$ cat src/rtl/key_debounce.sv
// key_debounce: push-button conditioner for the LED blinker.
// Two-flop synchroniser, counter-qualified four-state debounce FSM,
// registered level / press pulse / release pulse / blink enable.
// Optional build macro KEY_TOGGLE_EN: when defined, en toggles on every
// accepted press; when undefined, en follows the debounced level.
//
// state          | meaning
// ---------------+-------------------------------------------------
// S_RELEASED     | button accepted as released, waiting for a press
// S_PRESS_WAIT   | press seen, counting stable cycles to accept it
// S_PRESSED      | button accepted as held, waiting for a release
// S_RELEASE_WAIT | release seen, counting stable cycles to accept it

module key_debounce #(
    parameter int DEBOUNCE_CYCLES = 270000,
    parameter int CNT_W           = 19,
    parameter int ACTIVE_LOW      = 1
) (
    input  logic clk,
    input  logic rst,
    input  logic key,
    output logic pressed,
    output logic press_pulse,
    output logic release_pulse,
    output logic en
);

    typedef enum logic [1:0] {
        S_RELEASED     = 2'd0,
        S_PRESS_WAIT   = 2'd1,
        S_PRESSED      = 2'd2,
        S_RELEASE_WAIT = 2'd3
    } state_t;

    // Pin level when the button is not pressed; also the synchroniser reset value.
    localparam logic IDLE_LVL = (ACTIVE_LOW != 0);
    localparam logic [CNT_W-1:0] CNT_LAST = CNT_W'(DEBOUNCE_CYCLES - 1);

    logic             sync1;
    logic             sync2;
    logic             k_s;
    state_t           state;
    state_t           state_nxt;
    logic [CNT_W-1:0] cnt;
    logic [CNT_W-1:0] cnt_nxt;
    logic             pressed_nxt;
    logic             press_pulse_nxt;
    logic             release_pulse_nxt;

    // Two-stage synchroniser for the asynchronous pin.
    always_ff @(posedge clk) begin
        if (rst) begin
            sync1 <= IDLE_LVL;
            sync2 <= IDLE_LVL;
        end else begin
            sync1 <= key;
            sync2 <= sync1;
        end
    end

    // Normalise so that 1 always means "pressed".
    assign k_s = sync2 ^ IDLE_LVL;

    // State and qualification counter registers.
    always_ff @(posedge clk) begin
        if (rst) begin
            state <= S_RELEASED;
            cnt   <= '0;
        end else begin
            state <= state_nxt;
            cnt   <= cnt_nxt;
        end
    end

    // Next-state logic; the terminal compare fires before the counter could wrap.
    always_comb begin
        state_nxt = state;
        cnt_nxt   = cnt;
        unique case (state)
            S_RELEASED: begin
                if (k_s) begin
                    state_nxt = S_PRESS_WAIT;
                    cnt_nxt   = '0;
                end
            end
            S_PRESS_WAIT: begin
                if (!k_s) begin
                    state_nxt = S_RELEASED;
                end else if (cnt == CNT_LAST) begin
                    state_nxt = S_PRESSED;
                end else begin
                    cnt_nxt = cnt + 1'b1;
                end
            end
            S_PRESSED: begin
                if (!k_s) begin
                    state_nxt = S_RELEASE_WAIT;
                    cnt_nxt   = '0;
                end
            end
            S_RELEASE_WAIT: begin
                if (k_s) begin
                    state_nxt = S_PRESSED;
                end else if (cnt == CNT_LAST) begin
                    state_nxt = S_RELEASED;
                end else begin
                    cnt_nxt = cnt + 1'b1;
                end
            end
            default: begin
                state_nxt = S_RELEASED;
                cnt_nxt   = '0;
            end
        endcase
    end

    // Output decode from the transition being taken, so registered outputs
    // change on the same edge that the FSM enters the new state.
    always_comb begin
        pressed_nxt       = (state_nxt == S_PRESSED) || (state_nxt == S_RELEASE_WAIT);
        press_pulse_nxt   = (state == S_PRESS_WAIT)   && (state_nxt == S_PRESSED);
        release_pulse_nxt = (state == S_RELEASE_WAIT) && (state_nxt == S_RELEASED);
    end

    // Registered outputs; reset clears them so interrupted transitions emit nothing.
    always_ff @(posedge clk) begin
        if (rst) begin
            pressed       <= 1'b0;
            press_pulse   <= 1'b0;
            release_pulse <= 1'b0;
            en            <= 1'b0;
        end else begin
            pressed       <= pressed_nxt;
            press_pulse   <= press_pulse_nxt;
            release_pulse <= release_pulse_nxt;
`ifdef KEY_TOGGLE_EN
            en            <= en ^ press_pulse_nxt;
`else
            en            <= pressed_nxt;
`endif
        end
    end

endmodule

$ cat config.mk
export PLATFORM = sky130hd
export DESIGN_NAME = key_debounce
export DESIGN_NICKNAME = d
export VERILOG_FILES = /design/src/rtl/key_debounce.sv
export SDC_FILE = /design/constraint.sdc
export NUM_CORES = 1
export LEC_CHECK = 0
export CAP_MARGIN = 15
export CORE_MARGIN = 3
export CORE_UTILIZATION = 35
export CTS_CLUSTER_SIZE = 14
export DETAILED_ROUTE_END_ITERATION = 8
export PLACE_DENSITY_LB_ADDON = 0.15
export SETUP_SLACK_MARGIN = 0.4
export SYNTH_ARGS = -nofsm -noshare
export SYNTH_HDL_FRONTEND = slang
export SYNTH_SLANG_ARGS = --single-unit
$ cat constraint.sdc
create_clock -name clk -period 4 [get_ports clk]
set_clock_uncertainty 0.15 [all_clocks]
set_input_delay 1.2 -clock clk [delete_from_list [all_inputs] [get_ports clk]]
set_output_delay 1.2 -clock clk [all_outputs]
set_load 0.01 [all_outputs]
; Yosys cells after proc, flatten, opt, wreduce, memory -nomap -nowiden
; Index checks and enable logic that the tools add are counted.
[classes]
add_sub_neg = 1
n_eq_ne = 10
mux = 13
reduce_logical = 6
[ops]
columns = operator, count
row1 = 2-to-1 mux 19 bit, 5
row2 = one-hot mux 19 bit (4 select lines), 1
row3 = adder 19 x 1 -> 19 bit (second input constant), 1
row4 = == test 19 bit (second input constant), 1
row5 = 2-to-1 mux 2 bit, 6
row6 = == test 2 bit (second input constant), 4
row7 = != test 2 bit (second input constant), 4
row8 = one-hot mux 2 bit (4 select lines), 1
row9 = zero test 2 bit, 2
row10 = AND reduction 4 bit, 1
row11 = == test 2 x 1 -> 1 bit (second input constant), 1
row12 = logical AND 1 bit, 2
row13 = logical OR 1 bit, 1
[word_totals]
ff_bits = 26
input_bits = 3
output_inout_bits = 4
word_cells = 37

; Depth between registers and ports, before layout
[depth]
ltp_word = 6
mapped_depth = 7
depth_no_buf = 6

; Worst setup path after synthesis
; OpenSTA, ideal clock, no wires.
[synth_timing]
kind = input to register
from = input rst
to = register release_pulse
arrival_ns = 1.815
path_slack_ns = 1.904
stages = 3
path_cell_list = clkbuf_1 > buf_1 > nor3_1
[synth_lines]
columns = item, line
row1 = start: declaration, 20  ; input logic rst,
row2 = end signal: assignment, 135  ; release_pulse <= release_pulse_nxt;
row3 = end: declaration, 24  ; output logic release_pulse,
; No word-level cell between the ends.

; Worst setup path after layout
[layout_timing]
from = register en
to = output en
[layout_lines]
columns = item, line
row1 = start: declaration, 25  ; output logic en
row2 = start signal: assignment, 139  ; en <= pressed_nxt;
; No word-level cell between the ends.

==> impl_metrics.csv <==
group,metric,value,unit
synth,syn_inst,137,
synth,postSynth.asyncResetShare,0,
grt,met3_usage,0.02636,
setup_path,crit_family,"buffers and inverters",
floorplan,fp.dieH,64.25,um
routing,first_pass_iters,4,
setup_path,path_cells,"clkdlybuf4s50_1",
clock_network,post_cts_resized,0,
clock_network,clk_pin_slew_worst_paths,0.13,ns
setup_path,worstSetupStartpointType,"register",
run_status,outcome,"complete, no violations",
routing,drc,0,
floorplan,start_util,0.3766,
synth,yosys.cell_types.count,39,
synth,synth_edf_count,0,
setup_path,required,2.65,ns
timing,tightest_slew,0.6802,ns
clock_network,cts_setup_buffers,0,
routing,drt_iter0_markers,63,
synth,synth_fp_nets,141,
synth,yosys_most_used_dff,"dfxtp_1",
timing,finalCritPeriodShare,0.6842,
grt,grt-busiest-layer,"met2",
synth,syn-cell-area,1187,um2
timing,fin_setup_tns,0,ns
synth,syn_area_per_cell,8.667,um2
floorplan,core_area,3153,um2
grt,grt_max_degree,21,
power_and_ir_drop,p_clk_frac,0.305,
grt,grt.met2_usage,0.2165,
power_and_ir_drop,p_switching,0.08934,mW
clock_network,insertion_delay,0.33,ns
synth,synth.most_common_cell,"dfxtp_1",
timing,hold_viol,0,
setup_path,cp-end-kind,"output port",
place,hpwlAfterDp,1871,um
synth,ys_top_cells_by_area,"dfxtp_1 42%, xor2_1 5.2%, nor2_1 5.1%",
power_and_ir_drop,seqPwrFrac,0.656,
finish,num_antenna_cells,0,
place,gp_congestion,0.7943,
timing,rsz0062_at_grt,"no",
synth,yosysWarnings,0,
clock_network,cts_made_buffers,3,
setup_path,crit_type,"register to output port",
clock_network,cts_buffer_depth,2,
routing,routed_via_density,5.444,
synth,ys_seq_elements,25,
grt,grt_pass1_wl,4643,um
power_and_ir_drop,p_int,0.2954,mW
job,maxCapViolations,0,
timing,setup_viol,0,
clock_network,clk_root_buffer_cell,"clkbuf_4",
finish,drive_above_1_share,0.05594,
synth,synth-seq-area-share,0.4215,
synth,synthTopCellsByCount,"25 x dfxtp_1, 16 x nor2_1, 10 x nand2_1, 9 x a21oi_1, 8 x nand4_1",
floorplan,dieArea,4127,um2
timing,slew_violations,0,
grt,grt_use_met1,0.1925,
power_and_ir_drop,peakVddDrop,124.2,uV
grt,track_usage,0.1417,
clock_network,cts-htree-levels,1,
timing,slew_headroom,0.5456,
routing,vias,1018,
place,place.port_buffers,6,
setup_path,critical_path_buf_inv_count,1,
synth,synth_fa_ha_area_frac,0.01054,
finish,layout.nets,148,
routing,wl,2652,um
synth,synthSimpleGateAreaFrac,0.2887,
power_and_ir_drop,powerDensity,294.5,nW/um2
clock_network,cts_tree,"done",
grt,antenna_found_initial,0,
setup_path,cp.arrival,1.39,ns
synth,synthMuxAreaShare,0.008430,
floorplan,die_x,64.25,um
synth,synth_compound_area_frac,0.1802,
routing,postRouteAntennaNets,0,
routing,routedWlPerCell,14.18,um
power_and_ir_drop,p_comb_frac,0.040,
setup_path,r2r_slack,1.49,ns
grt,grt_pass1_vias,966,
timing,fmax,365.4,MHz
timing,hold_slack,0.2765,ns
floorplan,rows,20,
setup_path,critPathSlowestCell,"clkdlybuf4s50_1",
timing,period_needed,2.737,ns
synth,synth_xor_area_frac,0.05901,
synth,yosysTopAreaCell,"dfxtp_1",
power_and_ir_drop,leakage,0.4227,nW
floorplan,ios,7,
worst_hold_path,hp-class,"register to register",
synth,synth_top_family_by_area,"simple AND/OR/NAND/NOR gates",
finish,syn2layout_area_growth,10.01,%
setup_path,cp_slowest_stage_delay,0.58,ns
power_and_ir_drop,switching_share,0.2322,
synth,yosysTopAreaCellShare,0.4215,
setup_path,path_max_fanout,7,
clock_network,cts_hold_buf,0,
clock_network,clkSinkCount,25,
grt,gr-total-overflow,0,
==> flip-flops by register name, indices dropped and copies added (netlist names) <==
signal / cells
cnt: 19
en: 1
press_pulse: 1
release_pulse: 1
state: 1
sync1: 1
sync2: 1
==> cell usage in the layout, fill, tap and decap left out, drive strengths merged, types with 5 or more instances in the layout <==
cell type,n
clkdlybuf4s50,6
dfxtp,25
nand2,10
nand3,6
a21oi,9
xor2,7
nor2,16
o21ai,5
nand4,8
==> routing by layer <==
metal | up-vias | share of wire
li1 | 517 | -
met1 | 473 | 0.49
met2 | 19 | 0.45
met3 | 9 | 0.031
met4 | 0 | 0.023
met5 | - | 0
==> final timing paths <==
| path | cells after the start | startpoint | to |
|---|---|---|---|
| worst max-delay path | 1 | en | en |
| worst max register to register | 5 | state[0] | cnt[2] |
| worst min-delay path | 1 | sync1 | sync2 |
| worst min register to register | 1 | sync1 | sync2 |
==> metrics by stage <==
step,std cells,power [mW],cell area (um2),utilization,setup slack [ns]
global route,187,0.4020,1306,0.4143,1.175
global placement,183,0.2724,1280,0.4060,1.401
finish,187,0.3847,1306,0.4143,1.263
CTS,187,0.3854,1306,0.4143,1.260
detailed placement,183,0.2729,1280,0.4060,1.373
floorplan,137,0.2670,1187,-,1.904
==> cell type report <==
| type | count | area [um2] |
|---|---|---|
| fillers | 331 | 1847 |
| clock buffers | 4 | 26.28 |
| well taps | 44 | 55.05 |
| multi-input cells | 105 | 649.4 |
| inverters | 2 | 7.507 |
| flip-flops and latches | 25 | 500.5 |
| repair buffers | 7 | 67.56 |
==> power groups by stage <==
stage               logic (mW)  clock network (mW)  registers, mW
global route            0.0166               0.133          0.253
CTS                     0.0152               0.118          0.252
finish                  0.0152               0.117          0.252
floorplan               0.0103                   0          0.257
global placement        0.0148                   0          0.258
detailed placement      0.0151                   0          0.258
==> worst register-to-register path: stages (launching register included) <==
cell	delay [ns]
dfxtp_1	0.70
or4b_1	0.51
or3_4	0.36
o211a_1	0.40
a21oi_1	0.22
a311oi_1	0.06
==> logic make-up after synthesis <==
kind of cell,after synthesis
AO/OA/AOI/OAI,31
XOR/XNOR,8
adder cells (fa/ha/maj),1
buffers and inverters,7
flip-flops,25
multiplexers,1
AND/OR/NAND/NOR,64
No activity file was read; power rests on OpenSTA's default activity.
